`src/rtl/airi5c_hasti_periph_bridge_pkg.sv`:
```
// Shared HASTI bus definitions used by the peripheral bridge and other HASTI slaves.
package airi5c_hasti_periph_bridge_pkg;

  localparam int HASTI_ADDR_WIDTH  = 32;
  localparam int HASTI_BUS_WIDTH   = 32;
  localparam int HASTI_SIZE_WIDTH  = 3;
  localparam int HASTI_TRANS_WIDTH = 2;
  localparam int HASTI_RESP_WIDTH  = 1;

  typedef enum logic [HASTI_TRANS_WIDTH-1:0] {
    HTRANS_IDLE   = 2'b00,
    HTRANS_BUSY   = 2'b01,
    HTRANS_NONSEQ = 2'b10,
    HTRANS_SEQ    = 2'b11
  } htrans_e;

  typedef enum logic [HASTI_SIZE_WIDTH-1:0] {
    HSIZE_BYTE = 3'b000,
    HSIZE_HALF = 3'b001,
    HSIZE_WORD = 3'b010
  } hsize_e;

  typedef enum logic [HASTI_RESP_WIDTH-1:0] {
    HRESP_OKAY  = 1'b0,
    HRESP_ERROR = 1'b1
  } hresp_e;

endpackage

```
`src/rtl/airi5c_hasti_strb_gen.sv`:
```
// Byte-enable and misalignment decode for a HASTI transfer (size + low address bits).
module airi5c_hasti_strb_gen
  import airi5c_hasti_periph_bridge_pkg::*;
(
  input  logic [HASTI_SIZE_WIDTH-1:0] hsize,
  input  logic [1:0]                  addr,
  output logic [3:0]                  be,
  output logic                        misaligned
);

  // Lane selection per transfer size; anything wider than a word is rejected as misaligned.
  always_comb begin
    be         = 4'b0000;
    misaligned = 1'b0;
    case (hsize)
      HSIZE_BYTE: be = 4'b0001 << addr;
      HSIZE_HALF: begin
        be         = addr[1] ? 4'b1100 : 4'b0011;
        misaligned = addr[0];
      end
      HSIZE_WORD: begin
        be         = 4'b1111;
        misaligned = (addr != 2'b00);
      end
      default:    misaligned = 1'b1;
    endcase
  end

endmodule

```
`src/rtl/airi5c_hasti_periph_bridge.sv`:
```
// HASTI responder that converts bus transfers into a req/ack register interface
// for a single peripheral, with wait states, error responses and an ack timeout.
module airi5c_hasti_periph_bridge
  import airi5c_hasti_periph_bridge_pkg::*;
#(
  parameter int ADDR_WIDTH = 8,
  parameter int TIMEOUT    = 255
) (
  input  logic                         clk_i,
  input  logic                         rst_ni,
  input  logic                         hsel_i,
  input  logic [HASTI_ADDR_WIDTH-1:0]  haddr_i,
  input  logic                         hwrite_i,
  input  logic [HASTI_SIZE_WIDTH-1:0]  hsize_i,
  input  logic [HASTI_TRANS_WIDTH-1:0] htrans_i,
  input  logic [HASTI_BUS_WIDTH-1:0]   hwdata_i,
  input  logic                         hready_i,
  output logic                         hready_o,
  output logic [HASTI_RESP_WIDTH-1:0]  hresp_o,
  output logic [HASTI_BUS_WIDTH-1:0]   hrdata_o,
  output logic                         p_req_o,
  output logic                         p_we_o,
  output logic [ADDR_WIDTH-1:0]        p_addr_o,
  output logic [3:0]                   p_be_o,
  output logic [31:0]                  p_wdata_o,
  input  logic [31:0]                  p_rdata_i,
  input  logic                         p_ack_i,
  input  logic                         p_err_i
);

  typedef enum logic [1:0] {
    ST_IDLE   = 2'b00,
    ST_ACCESS = 2'b01,
    ST_ERR1   = 2'b10,
    ST_ERR2   = 2'b11
  } state_e;

  localparam int CNT_W = (TIMEOUT > 0) ? $clog2(TIMEOUT + 1) : 1;
  localparam logic [CNT_W-1:0] CNT_LIMIT = CNT_W'(TIMEOUT);

  state_e                state_q, state_d, accept_target;
  logic                  accept, take, ack_ok;
  logic [3:0]            be;
  logic                  misaligned;
  logic [ADDR_WIDTH-1:0] addr_q;
  logic                  we_q;
  logic [3:0]            be_q;
  logic [CNT_W-1:0]      cnt_q;
  logic                  unused_bits;

  assign unused_bits = ^{haddr_i[HASTI_ADDR_WIDTH-1:ADDR_WIDTH], htrans_i[0]};

  airi5c_hasti_strb_gen u_strb_gen (
    .hsize      (hsize_i),
    .addr       (haddr_i[1:0]),
    .be         (be),
    .misaligned (misaligned)
  );

  // A new transfer is taken only where the bridge is ready to start one:
  // idle, the second error cycle, or the successful ack cycle of an access.
  assign accept        = hsel_i & hready_i & htrans_i[1];
  assign ack_ok        = p_ack_i & ~p_err_i;
  assign take          = accept & ((state_q == ST_IDLE) | (state_q == ST_ERR2) |
                                   ((state_q == ST_ACCESS) & ack_ok));
  assign accept_target = misaligned ? ST_ERR1 : ST_ACCESS;

  // State register.
  always_ff @(posedge clk_i) begin
    if (!rst_ni) state_q <= ST_IDLE;
    else         state_q <= state_d;
  end

  // Next-state logic.
  always_comb begin
    state_d = state_q;
    case (state_q)
      ST_IDLE, ST_ERR2: state_d = take ? accept_target : ST_IDLE;
      ST_ACCESS: begin
        if (p_ack_i) begin
          if (p_err_i)   state_d = ST_ERR2;
          else if (take) state_d = accept_target;
          else           state_d = ST_IDLE;
        end else if ((TIMEOUT > 0) && (cnt_q == CNT_LIMIT)) begin
          state_d = ST_ERR1;
        end
      end
      ST_ERR1:  state_d = ST_ERR2;
      default:  state_d = ST_IDLE;
    endcase
  end

  // Bus response and peripheral request decoded from the current state.
  always_comb begin
    hready_o = 1'b1;
    hresp_o  = HRESP_OKAY;
    hrdata_o = '0;
    p_req_o  = 1'b0;
    case (state_q)
      ST_ACCESS: begin
        p_req_o = 1'b1;
        if (p_ack_i && p_err_i) begin
          hready_o = 1'b0;
          hresp_o  = HRESP_ERROR;
        end else if (p_ack_i) begin
          hrdata_o = we_q ? '0 : p_rdata_i;
        end else begin
          hready_o = 1'b0;
        end
      end
      ST_ERR1: begin
        hready_o = 1'b0;
        hresp_o  = HRESP_ERROR;
      end
      ST_ERR2:  hresp_o = HRESP_ERROR;
      default: ;
    endcase
  end

  // Address-phase capture of offset, direction and byte lanes for the data phase.
  always_ff @(posedge clk_i) begin
    if (!rst_ni) begin
      addr_q <= '0;
      we_q   <= 1'b0;
      be_q   <= 4'b0000;
    end else if (take) begin
      addr_q <= haddr_i[ADDR_WIDTH-1:0];
      we_q   <= hwrite_i;
      be_q   <= be;
    end
  end

  // Wait-cycle counter: runs while an access is waiting for ack, zero otherwise,
  // so every fresh access starts counting from zero.
  always_ff @(posedge clk_i) begin
    if (!rst_ni)                                 cnt_q <= '0;
    else if ((state_q == ST_ACCESS) && !p_ack_i) cnt_q <= cnt_q + 1'b1;
    else                                         cnt_q <= '0;
  end

  assign p_we_o    = we_q;
  assign p_addr_o  = addr_q;
  assign p_be_o    = be_q;
  assign p_wdata_o = hwdata_i;

endmodule

```
`config.mk`:
```
export PLATFORM = sky130hd
export DESIGN_NAME = airi5c_hasti_periph_bridge
export DESIGN_NICKNAME = d
export VERILOG_FILES = /design/src/rtl/airi5c_hasti_periph_bridge_pkg.sv /design/src/rtl/airi5c_hasti_strb_gen.sv /design/src/rtl/airi5c_hasti_periph_bridge.sv
export SDC_FILE = /design/constraint.sdc
export NUM_CORES = 1
export LEC_CHECK = 0
export ABC_AREA = 1
export CAP_MARGIN = 0
export CORE_MARGIN = 3
export CORE_UTILIZATION = 28
export CTS_BUF_LIST = sky130_fd_sc_hd__clkbuf_2
export CTS_CLUSTER_DIAMETER = 200
export DETAILED_ROUTE_END_ITERATION = 7
export PLACE_DENSITY = 0.82
export SLEW_MARGIN = 25
export SYNTH_ARGS = -nofsm -noshare
export SYNTH_HDL_FRONTEND = slang
export SYNTH_SLANG_ARGS = --single-unit
```
`constraint.sdc`:
```
create_clock -name clk_i -period 1.9 [get_ports clk_i]
set_input_delay 0.38 -clock clk_i [delete_from_list [all_inputs] [get_ports clk_i]]
set_output_delay 0.38 -clock clk_i [all_outputs]
set_load 0.005 [all_outputs]
```
# --- Yosys cells after proc, flatten, opt, wreduce, memory -nomap -nowiden ---
# Index checks and enable logic that the tools add are counted.
totals:
  ff_bits: 23
op_classes:
  n_addsub: 1
  eq_ne: 7
  n_shift: 1
  mux: 19
  n_bitwise: 8
  n_reduce_logical: 9
op_table:
  columns: ["operator", "n"]
  rows:
  - ["2-to-1 mux 32 bit", 4]
  - ["case mux 4 bit (3 select lines)", 1]
  - ["2-to-1 mux 2 bit", 5]
  - ["adder 8 x 1 -> 8 bit (second input constant)", 1]
  - ["equality test 8 bit (second input constant)", 1]
  - ["case mux 2 bit (3 select lines)", 1]
  - ["AND 1 bit", 5]
  - ["equality test 2 bit (second input constant)", 2]
  - ["2-to-1 mux 1 bit", 4]
  - ["2-to-1 mux 4 bit", 1]
  - ["case mux 1 bit (2 select lines)", 2]
  - ["OR reduction 2 bit", 2]
  - ["<< shifter 1 x 2 -> 4 bit (first input constant)", 1]
  - ["equality test 3 x 1 -> 1 bit (second input constant)", 1]
  - ["equality test 3 x 2 -> 1 bit (second input constant)", 1]
  - ["zero test 3 bit", 1]
  - ["!= test 3 bit (second input constant)", 1]
  - ["case mux 1 bit (3 select lines)", 1]
  - ["equality test 2 x 1 -> 1 bit (second input constant)", 1]
  - ["logical AND 1 bit", 2]
  - ["zero test 2 bit", 1]
  - ["bitwise OR 1 bit", 2]
  - ["AND reduction 2 bit", 1]
  - ["nonzero test 2 bit", 1]
  - ["2 further kinds", 2]

# --- Logic depth before layout (Yosys ltp) ---
# Gate-level depths: netlist (run 1).
logic_depth:
  word_depth: 9
  mapped_depth: 8
  mapped_depth_nobuf: 8

# --- Cells and area by module ---
# Synthesis (run 1) repeated with hierarchy kept, for this count alone.
unflattened:
  cells_unflattened: 266
  area_unflattened_um2: 1686.6
modules_own_cells:
  columns: ["mod", "instances", "cells_each", "area_per_inst_um2", "seq_area_each_um2"]
  rows:
  - ["airi5c_hasti_periph_bridge", 1, 240, 1569.0, 460.4]
  - ["airi5c_hasti_strb_gen", 1, 26, 117.6, 0.0]

# --- Least setup slack after synthesis (run 1) ---
# No wires, ideal clock.
synth_timing:
  path_type: "reg-to-output"
  startpoint: "register state_q[1]"
  endpoint: "output hrdata_o[10]"
  arrival_time_ns: 1.324
  required_time_ns: 1.520
  setup_slack_ns: 0.196
  path_stages_with_launch: 8
  path_cell_list: "dfxtp_1 inv_1 ha_1 nand3_2 or2_1 buf_6 buf_6 nor2_2"
synth_between:
  elab_chain_len: 2
synth_lines:
  columns: ["item", "line_no", "rtl"]
  rows:
  - ["start, declared", "airi5c_hasti_periph_bridge.sv:41", "state_e state_q, state_d, accept_target;"]
  - ["start signal, assigned", "airi5c_hasti_periph_bridge.sv:71", "else state_q <= state_d;"]
  - ["equality test 2 x 1 -> 1 bit", "airi5c_hasti_periph_bridge.sv:99", "case (state_q)"]
  - ["2-to-1 mux 32 bit", "airi5c_hasti_periph_bridge.sv:99", null]
  - ["end, declared", "airi5c_hasti_periph_bridge.sv:20", "output logic [HASTI_BUS_WIDTH-1:0] hrdata_o,"]
# Every way passes these cells.

# --- Final worst setup path (run 1) ---
layout_timing:
  startpoint: "input p_err_i"
  endpoint: "output hrdata_o[31]"
layout_between:
  elab_chain_len: 3
layout_lines:
  columns: ["item", "line_no", "rtl"]
  rows:
  - ["start, declared", "airi5c_hasti_periph_bridge.sv:28", "input logic p_err_i"]
  - ["logical AND 1 bit", "airi5c_hasti_periph_bridge.sv:102", "if (p_ack_i && p_err_i) begin"]
  - ["2-to-1 mux 32 bit", "airi5c_hasti_periph_bridge.sv:102", null]
  - ["2-to-1 mux 32 bit", "airi5c_hasti_periph_bridge.sv:99", null]
# Every way passes these cells.

==> flow_summary.ini, run 1 <==
[outcome]
status = finished, violations left
violations = negative setup slack

[power_and_ir_drop]
p_total_mw = 0.9644
p_per_area_nw_per_um2 = 363.4
peakVddDrop_mv = 0.2776
p_leak_nw = 1.288

[cells_and_area]
syn2layout_area_growth_pct = 60.08
fillCellCount = 571
multi_input_area_um2 = 838.3
final_nets = 455
drive_gt1_share_pct = 29.91
final_cell_mix = clkdlybuf4s50_1, inv_1, nor2_1
diodes = 0
seq_area_um2 = 462.9
final_common_cell = clkdlybuf4s50_1

[routing]
wl_mm = 5.468
dr_total_vias = 1808
postRouteAntennaNets = 0
vias_per_cell = 4.378
drc = 0
wl_per_cell_um = 13.24
drtPass1Iterations = 3
initialDrtViolationCount = 39

[timing]
finalCriticalPeriod_ps = 2135
period_share_pct = 112.4
finalHoldViolations = 0
timing.hold.ws_ps = 471.1
slew_headroom_pct = 73.97
setup_ws_ps = -234.9
worst_slew_pin_slew_ps = 387.5
max_freq_mhz = 468.4
fin_skew_ps = 11.31
rsz0062_at_grt = yes
setup_violations = 32
slew_violations = 0

[die]
die_area_um2 = 6880
die_w_um = 82.95
die_h_um = 82.95
initial_utilization_pct = 29.56
ios = 188
row_count = 27
placeableCoreArea_um2 = 5608

[critical_path]
crit_arrival_ps = 1750
rr_startpoint = state_q[0]
crit_path_end = hrdata_o[31]
crit_start = p_err_i
path_max_fanout = 7
worst_ep_required_time_ps = 1520
crit_path_end_kind = primary output
crit_chain = clkdlybuf4s50_1, inv_2, nand3_2, or2_4, buf_16, buf_4, nor2_1, buf_2
slowest_delay_ps = 440
regToRegSetupSlack_ps = 260
crit_slowest_cell = clkdlybuf4s50_1
start_kind = primary input
r2r-end = state_q[0]
reg2reg_depth = 8
worstSetupPathType = primary input to primary output

[grt]
grt_pass1_wl_mm = 8.852
grt_start_max_net_pins = 17
grt_pass1_vias = 1863
overflow = 0
track_usage_pct = 15.24
antenna_found_initial = 0

[synth]
synth-simple-area-share_pct = 28.98
synth_top_family_by_area = buffers and inverters
synth_mux_area_share_pct = 0
syn_avg_cell_area_um2 = 6.476
yosysSeqAreaShare_pct = 27.77
synth-adder-area-share_pct = 3.774
synthesis.nets = 369
ys_types = 24
syn_inst = 256
synthXorXnorAreaFrac_pct = 1.585
yosys_warnings = 0
synth.ff_latch_count = 23
synth_area_um2 = 1658
synth_compound_area_share_pct = 8.830

[placement]
dp_hpwl_mm = 4.230
place_congestion = 0.8083
numPortBuffers = 98
place_ws_ps = -499.4

[clock_tree]
htreeDepth = 1
clkTransAtPathRegs_ps = 220
cts_tree = yes
cts_buffer_depth = 2
numCtsBuffers = 3
clk_latency_ps = 330
clock-sinks = 23
root_buffer = clkbuf_2

[worst_hold_path]
hold_path_class = flip-flop to flip-flop

[job]
cap_viol_max_count = 0
-- cells by family (layout without fill, tap and decap cells) --
logic type      after synthesis  in the layout
buf+inv                      87            172
simple gates                112            112
fa+ha+maj                     5              5
compound gates               26             26
flops                        23             23
xor+xnor                      3              3
-- power by group --
| group | switching, mW | internal, mW |
|---|---|---|
| sequential | 0.00875 | 0.499 |
| combinational | 0.106 | 0.159 |
| clock | 0.144 | 0.0477 |
| total | 0.259 | 0.705 |
-- routing by layer --
metal	global-route usage, %	part of all wire [%]	up-vias
met2	29.81	54	99
met3	5.159	9.5	6
li1	-	-	901
met5	0	0	-
met4	4.458	1.4	0
met1	14.91	35	802
-- synth_stat cells (all sizes together) --
cell    number  area, um2
a21oi       11      66.32
buf         39      301.5
dfxtp       23      460.4
ha           5      62.56
inv         48      180.2
nand2       32      120.1
nand3       13      70.07
nor2        63      266.5
nor3         2      10.01
nor3b        1      7.510
o21a         1      7.510
o21ai       13      65.06
o21bai       1      7.510
or2          1      6.260
xnor2        1      8.760
xor2         2      17.52
-- state kept, by name (all words and copies together) (netlist names) --
name      count
cnt_q         8
p_we_o        1
p_be_o        4
state_q       2
p_addr_o      8
-- critical path: cells and delay by family --
| family | cells | cell delay (ps) |
|---|---|---|
| buffers and inverters | 5 | 950 |
| and+or+nand+nor | 3 | 430 |
-- how the worst min path moves through the flow --
stage                     cells after the start  slack, ps       end  startpoint
after global placement                        1        430  cnt_q[0]    cnt_q[0]
after global routing                          1        500  cnt_q[0]    cnt_q[0]
after detailed placement                      1        440  cnt_q[0]    cnt_q[0]
after floorplan                               1        420  cnt_q[0]    cnt_q[0]
final                                         1        470  cnt_q[0]    cnt_q[0]
after CTS                                     1        470  cnt_q[0]    cnt_q[0]
-- cell type report --
type	instances	area share, %
clock buffer	3	0.5658
clock inverter	1	0.1886
inverter	48	6.789
multi-input combinational	146	31.59
sequential	23	17.44
tap	72	3.395
timing repair buffer	120	40.03
-- through the flow --
step / instances / area (um2) / util, % / TNS, ps
floorplan: 256 / 1658 / - / 0
global placement: 399 / 2530 / 45.11 / -14580
detailed placement: 399 / 2530 / 45.11 / -15420
CTS: 412 / 2540 / 45.29 / -5603
global route: 413 / 2654 / 47.32 / -8058
finish: 413 / 2654 / 47.32 / -5001
-- what timing repair did --
action	CTS	global route
hold buffers	0	0
setup endpoints to repair	35	34
pin swaps	5	5
setup buffers	7	1
cloned	2	0
resized for setup	154	30
Note: power is estimated with default switching activity, not from simulation.
==> inputs of run 2 (changes only) <==
CORE_UTILIZATION = 29   (was 28)
PLACE_DENSITY = 0.84   (was 0.82)
SYNTH_HIERARCHICAL = 1   (was unset)
==> run 2 against run 1 <==
The run still ends with negative setup slack left; first-iteration DRC count is 2.6% higher; sequential cell count stayed put; hold slack better by 9.4 ps; count of clock-buffer cells in the layout stayed put; via count is 1.8% higher; synthesized cell count is 3.9% higher; combinational power is 16% higher; non-clock buffer count is 7 lower; largest cell class unchanged; largest power group unchanged.
==> flow_summary.ini, run 2 <==
[outcome]
status = finished, violations left
violations = negative setup slack

[die]
placeableCoreArea_um2 = 5574
ios = 188
die_area_um2 = 6767
initial_utilization_pct = 30.26
die_w_um = 82.26
row_count = 27
die_h_um = 82.26

[synth]
synth_area_leader_cell = dfxtp_1
yosys-top-cells-area = dfxtp_1, buf_4, nor2_1
synthesis.nets = 379
synth_ff_type = dfxtp_1
synth_top_family_by_area = simple AND/OR/NAND/NOR gates
synth_area_um2 = 1687
yosys_warnings = 6
syn_avg_cell_area_um2 = 6.341
synth-edff-count = 0
ys_types = 20
yosysSeqAreaShare_pct = 27.30
synth_common_cells = nor2_1, inv_1, buf_4, nand3_1, dfxtp_1
synth_top_area_share_pct = 27.30
synth_mux_area_share_pct = 0
synth-simple-area-share_pct = 32.42
synth-async-reset-ratio_pct = 0
syn_inst = 266
synth_compound_area_share_pct = 6.899
synth.ff_latch_count = 23
synthXorXnorAreaFrac_pct = 0.5193
synth-adder-area-share_pct = 3.709
synth_most_common_cell = nor2_1

[critical_path]
regToRegSetupSlack_ps = 320
start_kind = flip-flop
worst_ep_required_time_ps = 1520
crit_arrival_ps = 1650
reg2reg_depth = 10
r2r-end = p_addr_o[1]
crit_path_end_kind = primary output
rr_startpoint = state_q[1]
worstSetupPathType = flip-flop to primary output
path_max_fanout = 8

[cells_and_area]
final_common_cell = clkdlybuf4s50_1
drive_gt1_share_pct = 29.65
post-route-util_pct = 49.09
diodes = 0
syn2layout_area_growth_pct = 62.24
fillCellCount = 517
final_cell_mix = clkdlybuf4s50_1, inv_1, nor2_1
final_nets = 458

[timing]
period_share_pct = 107.0
finalHoldViolations = 0
max_freq_mhz = 491.7
slew_headroom_pct = 82.47
slew_violations = 0
setup_ws_ps = -133.9
finalCriticalPeriod_ps = 2034
worst_slew_pin_slew_ps = 262.6
timing.hold.ws_ps = 480.5
fin_skew_ps = 2.468
fin_tns_setup_ps = -3811
setup_violations = 32
rsz0062_at_grt = yes

[clock_tree]
cts_hold_buffers = 0
clk_latency_ps = 320
clock-sinks = 23
root_buffer = clkbuf_2
cts_tree = yes
htreeDepth = 1
clkTransAtPathRegs_ps = 210
cts_buffer_depth = 2
numCtsBuffers = 3

[routing]
dr_total_vias = 1840
drc = 0
postRouteAntennaNets = 0
initialDrtViolationCount = 40
wl_per_cell_um = 13.17
drtPass1Iterations = 4
wl_mm = 5.480
vias_per_cell = 4.423

[grt]
grt_pass1_vias = 1769
grt_pass1_wl_mm = 8.217
overflow = 0
antenna_found_initial = 0
track_usage_pct = 15.32
grt_start_max_net_pins = 16

[power_and_ir_drop]
peakVddDrop_mv = 0.4091
p_leak_nw = 1.283
p_per_area_nw_per_um2 = 369.7

[worst_hold_path]
holdPathEnd = cnt_q[0]
hp-start = cnt_q[0]
worst_hold_path.num_cells = 1
hold_path_class = flip-flop to flip-flop

[placement]
place_ws_ps = -500.7
place_congestion = 0.8855
numPortBuffers = 98
dp_hpwl_mm = 4.141

[job]
cap_viol_max_count = 0
run 2: cell count changes in the layout (fill, tap and decap cells not counted), moves of 4 or more:
cell	previous run	this run
nand3_1	11	23
a21oi_1	9	4
o21ai_0	12	16
buf_4	16	11
nor2_1	34	43
nor2_2	19	7
nor2_4	10	26
nand2_1	32	18
run 2: cells by family (layout without fill, tap and decap cells):
| family | count (synthesis) | count (layout) |
|---|---|---|
| flip-flops | 23 | 23 |
| XOR/XNOR | 1 | 1 |
| AO/OA/AOI/OAI | 23 | 23 |
| buffers and inverters | 90 | 168 |
| AND/OR/NAND/NOR | 124 | 124 |
| adder cells (fa/ha/maj) | 5 | 5 |
run 2: how the worst max path moves through the flow:
stage / slack (ps) / startpoint / endpoint / depth (start not counted)
2_1_floorplan: 220 / state_q[1] / hrdata_o[10] / 7
3_3_place_gp: -470 / p_ack_i / hrdata_o[3] / 6
3_5_place_dp: -500 / p_ack_i / hrdata_o[6] / 6
4_1_cts: -180 / state_q[1] / hrdata_o[20] / 7
5_1_grt: -270 / state_q[1] / hrdata_o[6] / 7
6_report: -130 / state_q[1] / hrdata_o[3] / 7
run 2: critical path: stages (launching register included):
cell,delay [ps]
dfxtp_2,380
inv_2,70
ha_4,140
nand3_2,60
or2_4,310
buf_12,180
nor2_4,80
buf_2,110
run 2: routing by layer:
metal	wire (um)	track usage [%]	part of all wire, %
met3	597	4.230	11
met2	2951	31.25	54
met4	65	2.824	1.2
met1	1865	15.13	34
met5	0	0	0
run 2: area by class of cell:
| cell class | count | area [um2] | area share (%) |
|---|---|---|---|
| clock buffers | 3 | 15.01 | 0.5487 |
| clock inverters | 1 | 5.005 | 0.1829 |
| inverters | 51 | 193.9 | 7.087 |
| multi-input cells | 153 | 975.9 | 35.67 |
| flip-flops and latches | 23 | 462.9 | 16.92 |
| well taps | 72 | 90.09 | 3.292 |
| repair buffers | 113 | 993.5 | 36.31 |
run 2: metrics by stage:
step                      instances  instance area [um2]  power [mW]
after floorplan                 266                 1687      0.6711
after global placement          409                 2560      0.7911
after detailed placement        409                 2560      0.7973
after CTS                       416                 2586      0.9988
after global routing            416                 2736       1.082
final                           416                 2736       1.012
run 2: where the power goes:
| group | switching (mW) | internal [mW] | total, mW |
|---|---|---|---|
| logic | 0.131 | 0.177 | 0.308 |
| clock network | 0.144 | 0.0478 | 0.192 |
| registers | 0.0103 | 0.502 | 0.512 |
| total | 0.285 | 0.726 | 1.01 |
run 2: what timing repair did:
| item | CTS | global route |
|---|---|---|
| endpoints found under the setup margin | 35 | 34 |
| pin swaps | 6 | 4 |
| buffers inserted | 1 | 1 |
| resized for setup | 171 | 34 |
| cloned | 3 | 0 |
